`src/rtl/pipe_prefix_adder.sv`:
```
// pipe_prefix_adder: pipelined Kogge-Stone adder/subtractor with valid/ready flow; define ADDER_SAT_EN for signed saturation
module pipe_prefix_adder #(
  parameter int WIDTH  = 16,
  parameter int STAGES = 2
) (
  input  logic             clk,
  input  logic             rst,
  input  logic             in_valid,
  output logic             in_ready,
  input  logic [WIDTH-1:0] a,
  input  logic [WIDTH-1:0] b,
  input  logic             cin,
  input  logic             sub,
  input  logic             sat,
  output logic             out_valid,
  input  logic             out_ready,
  output logic [WIDTH-1:0] sum,
  output logic [WIDTH:0]   c,
  output logic             cout,
  output logic             ovf
);
  localparam int LV = $clog2(WIDTH);
  localparam int SW = WIDTH + 3;
  function automatic logic reg_at(input int l);
    logic r;
    r = 1'b0;
    for (int j = 1; j < STAGES; j++) if (j * LV / STAGES == l) r = 1'b1;
    return r;
  endfunction
  logic             adv;
  logic [WIDTH-1:0] bb;
  assign adv      = !out_valid || out_ready;
  assign in_ready = adv;
  assign bb       = sub ? ~b : b;
  for (genvar l = 0; l <= LV; l++) begin : lv
    logic [WIDTH-1:0] g, p, gq, pq;
    logic [SW-1:0]    s, sq;
    logic             v, vq;
    if (l == 0) begin : init
      assign g = a & bb;
      assign p = a ^ bb;
      assign s = {sat, a[WIDTH-1], sub | cin, a ^ bb};
      assign v = in_valid;
    end else begin : pre
      localparam int D = 1 << (l - 1);
      for (genvar i = 0; i < WIDTH; i++) begin : bt
        if (i >= D) begin : mrg
          assign g[i] = lv[l-1].gq[i] | (lv[l-1].pq[i] & lv[l-1].gq[i-D]);
          assign p[i] = lv[l-1].pq[i] & lv[l-1].pq[i-D];
        end else begin : pas
          assign g[i] = lv[l-1].gq[i];
          assign p[i] = lv[l-1].pq[i];
        end
      end
      assign s = lv[l-1].sq;
      assign v = lv[l-1].vq;
    end
    if (reg_at(l)) begin : r
      // internal pipeline register after this prefix level; payload only loads with a live transaction
      always_ff @(posedge clk or posedge rst)
        if (rst) begin
          vq <= 1'b0;
          gq <= '0;
          pq <= '0;
          sq <= '0;
        end else if (adv) begin
          vq <= v;
          if (v) {gq, pq, sq} <= {g, p, s};
        end
    end else begin : w
      assign gq = g;
      assign pq = p;
      assign sq = s;
      assign vq = v;
    end
  end
  logic             ci, of;
  logic [WIDTH:0]   cc;
  logic [WIDTH-1:0] wrapped, res;
  assign ci      = lv[LV].sq[WIDTH];
  assign cc      = {lv[LV].gq | (lv[LV].pq & {WIDTH{ci}}), ci};
  assign wrapped = lv[LV].sq[WIDTH-1:0] ^ cc[WIDTH-1:0];
  assign of      = cc[WIDTH] ^ cc[WIDTH-1];
`ifdef ADDER_SAT_EN
  assign res = (lv[LV].sq[WIDTH+2] && of) ?
               (lv[LV].sq[WIDTH+1] ? {1'b1, {(WIDTH-1){1'b0}}} : {1'b0, {(WIDTH-1){1'b1}}}) : wrapped;
`else
  logic unused_sat;
  assign unused_sat = ^lv[LV].sq[WIDTH+2:WIDTH+1];
  assign res = wrapped;
`endif
  // output register: holds result while stalled, cleared immediately by reset
  always_ff @(posedge clk or posedge rst)
    if (rst) begin
      out_valid <= 1'b0;
      sum       <= '0;
      c         <= '0;
      cout      <= 1'b0;
      ovf       <= 1'b0;
    end else if (adv) begin
      out_valid <= lv[LV].vq;
      if (lv[LV].vq) begin
        sum  <= res;
        c    <= cc;
        cout <= cc[WIDTH];
        ovf  <= of;
      end
    end
endmodule

```
`config.mk`:
```
export PLATFORM = sky130hd
export DESIGN_NAME = pipe_prefix_adder
export DESIGN_NICKNAME = d
export VERILOG_FILES = /design/src/rtl/pipe_prefix_adder.sv
export SDC_FILE = /design/constraint.sdc
export NUM_CORES = 1
export LEC_CHECK = 0
export CAP_MARGIN = 20
export CORE_ASPECT_RATIO = 1.75
export CORE_MARGIN = 8
export CORE_UTILIZATION = 35
export DETAILED_ROUTE_END_ITERATION = 7
export PLACE_DENSITY = 0.63
export RECOVER_POWER = 50
export SYNTH_ARGS = -nofsm -noshare
export SYNTH_HDL_FRONTEND = slang
export SYNTH_SLANG_ARGS = --single-unit
```
`constraint.sdc`:
```
create_clock -name clk -period 4.1 [get_ports clk]
set_clock_uncertainty 0.1 [all_clocks]
set_input_delay 1.025 -clock clk [delete_from_list [all_inputs] [get_ports clk]]
set_output_delay 1.025 -clock clk [all_outputs]
set_load 0.02 [all_outputs]
```
==> results of run 1 <==
==> cells in the mapped netlist (5+ instances only) <==
cell     instances  area share, %
a31oi_1          5           0.75
o21ai_0         46            5.5
xor2_1          20            4.2
nand2_1         70            6.3
a21o_1          20            3.6
dfrtp_1         84             50
xnor2_1          6            1.3
nand4_1          9            1.3
ha_1            21            6.3
mux2_2          23            6.2
a21oi_1         22            2.6
buf_2            9            1.1
nor2_1          17            1.5
o31ai_1          5           0.90
==> metal layers <==
| metal | vias to the layer above | global-route usage, % | share of wire, % |
|---|---|---|---|
| li1 | 1594 | - | - |
| met1 | 1560 | 15.08 | 41 |
| met2 | 78 | 22.26 | 52 |
| met3 | 13 | 2.991 | 4.1 |
| met4 | 0 | 6.817 | 2.1 |
| met5 | - | 0 | 0 |
==> cells in the final DEF (no fill, tap or decap), types with 2 or more instances in the layout <==
cell	instances
a211o_1	2
a21o_1	20
a21oi_1	22
a31oi_1	5
and3_1	3
buf_12	2
buf_4	2
bufinv_16	3
clkbuf_16	9
clkdlybuf4s50_1	62
clkinv_4	2
dfrtp_1	84
dlygate4sd3_1	12
ha_1	21
inv_1	4
mux2_2	23
nand2_1	70
nand2b_1	2
nand3_1	4
nand4_1	9
nand4b_1	4
nor2_1	17
o21ai_0	46
o311a_1	2
o31ai_1	5
or4b_1	2
xnor2_1	6
xor2_1	20
==> worst min-delay path: stages (launching register included) <==
cell and delay, ps:
dfrtp_1 340, nand2_1 50, nand2_1 50
==> report_power, final <==
group / internal, mW / total (mW) / switching [mW]
sequential: 1.07 / 1.23 / 0.158
combinational: 0.533 / 1.13 / 0.595
clock: 0.599 / 0.935 / 0.336
==> area by class of cell <==
class	count	share of cell area, %
timing repair buffer	80	14.83
clock buffer	9	4.151
sequential	84	38.75
multi-input combinational	298	36.46
tap	137	3.160
clock inverter	7	2.283
inverter	5	0.3690
==> through the flow <==
step / power, mW / setup slack, ps / instances
finish: 3.295 / 363.1 / 620
detailed placement: 2.419 / 561.6 / 604
global placement: 2.382 / 565.3 / 604
floorplan: 1.891 / 809.9 / 404
CTS: 3.360 / 556.2 / 620
global route: 3.493 / 286.2 / 620
==> cell families (layout without fill, tap and decap cells) <==
kind of cell,after synthesis,count (layout),share of synthesized area [%]
compound gates,113,113,17.00
fa+ha+maj,21,21,6.272
mux,23,23,6.183
flops,84,84,50.18
buf+inv,22,101,2.598
simple gates,115,115,12.34
xor+xnor,26,26,5.436
==> path summary, 6_finish.rpt <==
kind	start	endpoint	slack, ps	cells past startpoint
max	out_ready	in_ready	360	4
min	c[10]$_DFFE_PP0P_	c[10]$_DFFE_PP0P_	370	2
max reg2reg	out_valid$_DFFE_PP0N_	c[0]$_DFFE_PP0P_	2020	5
min reg2reg	c[10]$_DFFE_PP0P_	c[10]$_DFFE_PP0P_	370	2
max in group asynchronous	rst	c[16]$_DFFE_PP0P_	760	3
min in group asynchronous	rst	sum[3]$_DFFE_PP0P_	1090	2
==> state kept, by name (all words and copies together) (netlist names) <==
register	count
out_valid	1
c	17
sum	16
ovf	1
lv.gq	16
lv.sq	16
lv.vq	1
lv.pq	16
==> results.cfg, run 1 <==
[run_status]
outcome = complete, but fails checks
violations = capacitance limit, slew limit

[logic_synthesis]
synth_cell_types = 40
seq_area_frac_synth_pct = 50.18
syn_area_um2 = 4189
ys.flop_type = dfrtp_1
ys_warn_count = 0
avgSynthCellArea_um2 = 10.37
ys_async_sr_fraction_pct = 100.0
ys_ff_latch = 84
synth_edf_count = 0
syn_inst = 404
synth_nets = 464

[layout]
fin_area_um2 = 5425
syn2layout_area_growth_pct = 29.51
multiInputGateArea_um2 = 1978
drive_above_1_share_pct = 10.14
nFillCells = 1116
post-route-util_pct = 45.70
insertedDiodeCount = 0
regArea_um2 = 2102
final_nets = 538

[clock_network]
cts_max_level = 3
cts_hold_buf = 0
cts_sinks = 84
root_buffer = clkbuf_16
cts_setup_buffers = 0
cts_buffers = 9
clkSlewWorstSetupHoldPaths_ps = 60
post_cts_resized = 0
clockBufferDepth = 2
cts_tree = built
clock_latency_ps = 340

[timing]
hold_viol_final = 0
hold-worst-slack_ps = 374.2
period_needed_ps = 3737
slew_headroom_pct = -14.47
post-route-period-util_pct = 91.14
setup_tns_ps = 0
finalSetupViolCount = 0
tightestPinTransition_ps = 1717
fmax_ghz = 0.2676
slew_viol_final = 72
grt_setup_unrepaired = no

[power_and_ir_drop]
pwr_density_cell_nw_per_um2 = 607.4
leakage_nw = 2.454
ir_worst_vdd_mv = 0.1997

[floorplan]
row_count = 53
pin_count = 76
fp.dieArea_um2 = 15860
initial_core_util_pct = 35.29
die_w_um = 98.70
die_height_um = 160.7
coreArea_um2 = 11870

[global_route]
grt-ovfl-total = 0
grt_max_degree = 72
antenna_found_initial = 0
grt_first_pass_wirelength_um = 16590
grtUsageTotal_pct = 13.16
grt_pass1_vias = 3326

[place]
portBuffers = 74
post_dp_cell_area_um2 = 5097
place_congestion = 0.7907
post-dp-hpwl_um = 7614

[route]
dr.pass1.iters = 4
route.detailed.drc = 0
wl_per_cell_um = 16.00
drtIter0Drc = 193
viasPerCell = 5.234
drtAntennaViolNets = 0
vias = 3245
wl_um = 9920

[worst_setup_path]
critical_path_required_ps = 2970
critical_path_buf_inv_count = 3
critPathLaunchType = primary input
cp_top_family = buffers and inverters
path_max_fanout = 9
crit_type = in -> out
endpoint_kind = output port
crit_chain = dlygate4sd3_1 > nor2b_1 > inv_1 > clkdlybuf4s50_1
arrival_ps = 2610
critPathMaxStageDelay_ps = 590
crit_slowest_cell = clkdlybuf4s50_1

[flow_run]
maxCapViolations = 1

[hold_path]
hold_class = reg -> reg
Power figures use the tool's default switching activity.
==> inputs of run 2 (changes only) <==
--- a/config.mk
+++ b/config.mk
@@ -7,11 +7,12 @@
 export LEC_CHECK = 0
 export CAP_MARGIN = 20
 export CORE_ASPECT_RATIO = 1.75
-export CORE_MARGIN = 8
+export CORE_MARGIN = 3
 export CORE_UTILIZATION = 35
 export DETAILED_ROUTE_END_ITERATION = 7
 export PLACE_DENSITY = 0.63
 export RECOVER_POWER = 50
+export SLEW_MARGIN = 15
 export SYNTH_ARGS = -nofsm -noshare
 export SYNTH_HDL_FRONTEND = slang
 export SYNTH_SLANG_ARGS = --single-unit
==> run 2 against run 1 <==
Die area is 16% lower. The run still ends with capacitance limit, slew limit left. Utilization is 0.33 points higher. Count of clock-buffer cells in the layout is 2 higher. Cell count is 0.32% lower. Setup slack better by 47 ps. First-iteration DRC count is 37% lower. Register-to-register slack better by 80 ps.
==> results.cfg, run 2 (synthesis results as in run 1) <==
[run_status]
outcome = complete, but fails checks
violations = capacitance limit, slew limit

[timing]
post-route-period-util_pct = 89.99
period_needed_ps = 3690
tightestPinTransition_ps = 1935
grt_setup_unrepaired = no
fmax_ghz = 0.2710
slew_headroom_pct = -29.69
hold_viol_final = 0
slew_viol_final = 43
setup_tns_ps = 0
finalSetupViolCount = 0

[clock_network]
clock_latency_ps = 340
cts_hold_buf = 0
clockBufferDepth = 2
cts_max_level = 3
clkSlewWorstSetupHoldPaths_ps = 60
root_buffer = clkbuf_16
cts_sinks = 84
cts_tree = built
cts_buffers = 9
cts_setup_buffers = 0
post_cts_resized = 0

[route]
wl_um = 9137
wl_met2_um = 4841
wl_met1_um = 3787
viasPerCell = 5.087
routed-wl-met3_um = 348
top_layer = met4
wl_per_cell_um = 14.78
drtIter0Drc = 122
dr.pass1.iters = 4
route.detailed.drc = 0
drtAntennaViolNets = 0
vias = 3144

[place]
place_congestion = 0.7767
dp_cells = 602
portBuffers = 74
post-dp-hpwl_um = 7189

[power_and_ir_drop]
leakage_nw = 2.428
power_mw = 3.081
ir_worst_vdd_mv = 0.1922
pwr_density_cell_nw_per_um2 = 574.7

[worst_setup_path]
endpoint_kind = output port
critical_path_required_ps = 2970
crit_type = in -> out
crit_slowest_cell = clkdlybuf4s50_1
critPathMaxStageDelay_ps = 590
path_max_fanout = 9
crit_start = out_ready
arrival_ps = 2560
critPathLaunchType = primary input
worstReg2RegStart = out_valid$_DFFE_PP0N_
crit_chain = dlygate4sd3_1 > nor2b_1 > inv_1 > clkdlybuf4s50_1

[floorplan]
pin_count = 76
fp.dieArea_um2 = 13370
initial_core_util_pct = 35.97
die_height_um = 150.7
die_w_um = 88.70
row_count = 52
coreArea_um2 = 11650

[layout]
final_nets = 538
insertedDiodeCount = 0
regArea_um2 = 2102
fin_cells = 618
multiInputGateArea_um2 = 1981
largest_register = c
nFillCells = 1117
largest_reg_flops = 17
syn2layout_area_growth_pct = 27.99
mostFrequentLayoutCells = dfrtp_1 (84), nand2_1 (69), clkdlybuf4s50_1 (62)
drive_above_1_share_pct = 10.14
layout_commonest_cell = dfrtp_1

[global_route]
antenna_found_initial = 0
grt_first_pass_wirelength_um = 15060
grt_pass1_vias = 3048
grt-ovfl-total = 0
grt_max_degree = 45
grtUsageTotal_pct = 14.68

[hold_path]
min-delay-start = sum[10]$_DFFE_PP0P_
hold_class = reg -> reg

[flow_run]
maxCapViolations = 1
-- run 2: metrics by stage --
stage / worst slack (ps) / instance area, um2 / utilization, % / hold WS, ps
after floorplan: 809.9 / 4189 / - / 349.3
after global placement: 580.1 / 5095 / 43.75 / 363.1
after detailed placement: 586.6 / 5095 / 43.75 / 366.4
after CTS: 582.1 / 5365 / 46.07 / 380.2
after global routing: 343.7 / 5361 / 46.04 / 394.4
final: 410.5 / 5361 / 46.04 / 371.7
-- run 2: final cells by class --
| class | instances | share of cell area [%] |
|---|---|---|
| clock inverter | 5 | 0.5134 |
| clock buffer | 11 | 4.527 |
| inverter | 5 | 0.3734 |
| timing repair buffer | 80 | 15.29 |
| multi-input combinational | 298 | 36.94 |
| tap | 135 | 3.151 |
| sequential | 84 | 39.21 |
-- run 2: worst paths after layout --
| path | to | slack, ps | depth (start not counted) |
|---|---|---|---|
| worst min-delay path | sum[10]$_DFFE_PP0P_ | 370 | 2 |
| worst min register to register | sum[10]$_DFFE_PP0P_ | 370 | 2 |
| max in group asynchronous | lv[2].sq[1]$_DFFE_PP0P_ | 1430 | 3 |
| worst max-delay path | in_ready | 410 | 4 |
| worst max register to register | c[0]$_DFFE_PP0P_ | 2100 | 5 |
| min in group asynchronous | lv[2].gq[3]$_DFFE_PP0P_ | 1540 | 2 |
-- run 2: critical path, delay by kind of cell --
kind	cells	cell delay, ps
buffers and inverters	3	1340
and+or+nand+nor	1	210
-- run 2: report_power, final --
part	leakage (nW)	switching (mW)	internal [mW]	total (mW)
sequential	1.04	0.162	1.07	1.24
clock	0.135	0.308	0.422	0.730
combinational	1.25	0.580	0.534	1.11
-- run 2: per-layer routing --
| layer | track usage [%] | vias to the layer above |
|---|---|---|
| li1 | - | 1585 |
| met1 | 17.70 | 1470 |
| met2 | 25.37 | 75 |
| met3 | 3.122 | 14 |
| met4 | 5.068 | 0 |
| met5 | 0 | - |
==> inputs of run 3 (changes only) <==
--- a/config.mk
+++ b/config.mk
@@ -8,9 +8,9 @@
 export CAP_MARGIN = 20
 export CORE_ASPECT_RATIO = 1.75
 export CORE_MARGIN = 3
-export CORE_UTILIZATION = 35
+export CORE_UTILIZATION = 53
 export DETAILED_ROUTE_END_ITERATION = 7
-export PLACE_DENSITY = 0.63
+export PLACE_DENSITY = 0.87
 export RECOVER_POWER = 50
 export SLEW_MARGIN = 15
 export SYNTH_ARGS = -nofsm -noshare
==> run 3 against run 2 <==
The run still ends with capacitance limit, slew limit left. Clock power shrank 0.5%. Cell count shrank 7.0%. Fmax grew 1.3%. Via count grew 5.2%. Sequential share of layout area grew 0.43 points. Critical path type unchanged. Utilization grew 24 points. Global-route usage grew 7.5 points. Largest cell class unchanged. First-iteration DRC count grew 56%. Cell area shrank 1.1%.
==> results.cfg, run 3 (synthesis results as in run 1) <==
[clock_network]
cts_max_level = 3
cts_hold_buf = 0
clkSlewWorstSetupHoldPaths_ps = 60
clockBufferDepth = 2
clock_latency_ps = 340
cts_buffers = 9
cts_sinks = 84
root_buffer = clkbuf_16
cts_setup_buffers = 0
cts_tree = built
post_cts_resized = 0

[timing]
finalSetupViolCount = 0
slew_headroom_pct = -29.26
period_needed_ps = 3642
tightestPinTransition_ps = 1928
setup_tns_ps = 0
slew_viol_final = 46
grt_setup_unrepaired = no
fmax_ghz = 0.2746
post-route-period-util_pct = 88.83
hold_viol_final = 0

[global_route]
grt_max_degree = 47
grt-ovfl-total = 0
grt_pass1_vias = 3300
antenna_found_initial = 0
grtUsageTotal_pct = 22.16
grt_first_pass_wirelength_um = 15430

[flow_run]
maxCapViolations = 1

[place]
place_congestion = 0.8526
dp_cells = 559
portBuffers = 74
post-dp-hpwl_um = 6991
post_dp_cell_area_um2 = 5041

[power_and_ir_drop]
pwr_density_cell_nw_per_um2 = 580.0
internal-power_mw = 2.022
p_switching_mw = 1.053
pwr-share-comb_pct = 36.3
seqPwrFrac_pct = 40.1
power_mw = 3.076
leakage_nw = 2.442
ir_worst_vdd_mv = 0.2674
clock_power_share_pct = 23.6
switching_share_pct = 34.25

[worst_setup_path]
critical_path_required_ps = 2970
critical_path_buf_inv_count = 3
crit_type = in -> out
endpoint_kind = output port
arrival_ps = 2520
critPathMaxStageDelay_ps = 560
crit_slowest_cell = clkdlybuf4s50_1
worstReg2RegStart = out_valid$_DFFE_PP0N_
path_max_fanout = 4
crit_chain = dlygate4sd3_1 > nor2b_1 > clkinv_1 > clkdlybuf4s50_1
cp_top_family = buffers and inverters
critPathLaunchType = primary input
crit_start = out_ready

[route]
wl_um = 9160
drtAntennaViolNets = 0
route.detailed.drc = 0
dr.pass1.iters = 4
viasPerCell = 5.753
vias = 3308
drtIter0Drc = 190
wl_per_cell_um = 15.93

[layout]
insertedDiodeCount = 0
final_nets = 542
fin_cells = 575
nFillCells = 566
mostFrequentLayoutCells = dfrtp_1 (84), nand2_1 (69), clkdlybuf4s50_1 (60)
syn2layout_area_growth_pct = 26.58
regArea_um2 = 2102
drive_above_1_share_pct = 10.88
fin_area_um2 = 5303
largest_register = c
largest_reg_flops = 17
layout_commonest_cell = dfrtp_1
multiInputGateArea_um2 = 1981

[run_status]
outcome = complete, but fails checks
violations = capacitance limit, slew limit

[hold_path]
hold_class = reg -> reg
min-delay-start = c[10]$_DFFE_PP0P_

[floorplan]
row_count = 42
die_height_um = 123.6
coreArea_um2 = 7620
pin_count = 76
die_w_um = 73.21
initial_core_util_pct = 54.98
fp.dieArea_um2 = 9049
-- run 3: changes by cell type in the layout (fill, tap and decap cells not counted), sizes merged --
cell / before / now
buf: 5 / 8
clkinv: 4 / 7
clkdlybuf4s50: 62 / 60
dlygate4sd3: 12 / 14
clkinvlp: 2 / 1
inv: 4 / 3
-- run 3: final timing paths --
kind                                             to  slack [ps]  cells after the start
setup / recovery                           in_ready         460                      4
hold / removal                    c[10]$_DFFE_PP0P_         370                      2
setup reg to reg            lv[2].gq[4]$_DFFE_PP0P_        1730                      8
hold reg to reg                   c[10]$_DFFE_PP0P_         370                      2
max in group asynchronous  lv[2].sq[10]$_DFFE_PP0P_        1340                      3
min in group asynchronous          c[3]$_DFFE_PP0P_        1540                      2
-- run 3: worst min-delay path, delay by kind of cell (launching register included) --
kind / cells / cell delay [ps]
flops: 1 / 330
simple gates: 2 / 100
-- run 3: layout make-up --
type / count / share of cell area (%)
sequential: 84 / 39.64
clock buffer: 10 / 4.507
timing repair buffer: 84 / 15.48
inverter: 5 / 0.3775
clock inverter: 6 / 0.5663
multi-input combinational: 298 / 37.35
tap: 88 / 2.076
-- run 3: layer usage --
layer,GRT usage (%),vias to the layer above,part of all wire [%]
met5,0,-,0
met4,10.97,0,3.3
met3,4.281,22,4.3
met2,38.12,105,54
met1,25.88,1580,38
li1,-,1601,-
-- run 3: stage by stage --
step	hold WS, ps	setup WS [ps]	utilization [%]
4_1_cts	379.2	674.6	69.69
6_report	367.9	458.0	69.59
2_1_floorplan	349.3	809.9	-
3_3_place_gp	361.4	702.6	66.16
3_5_place_dp	365.6	681.2	66.16
5_1_grt	391.5	399.1	69.59
-- run 3: power by group through the flow --
| stage | registers [mW] | logic (mW) | clock network [mW] |
|---|---|---|---|
| after floorplan | 1.40 | 0.491 | 0 |
| after CTS | 1.24 | 1.15 | 0.732 |
| after global routing | 1.27 | 1.22 | 0.764 |
| after detailed placement | 1.25 | 1.14 | 0 |
| final | 1.23 | 1.12 | 0.726 |
| after global placement | 1.24 | 1.11 | 0 |
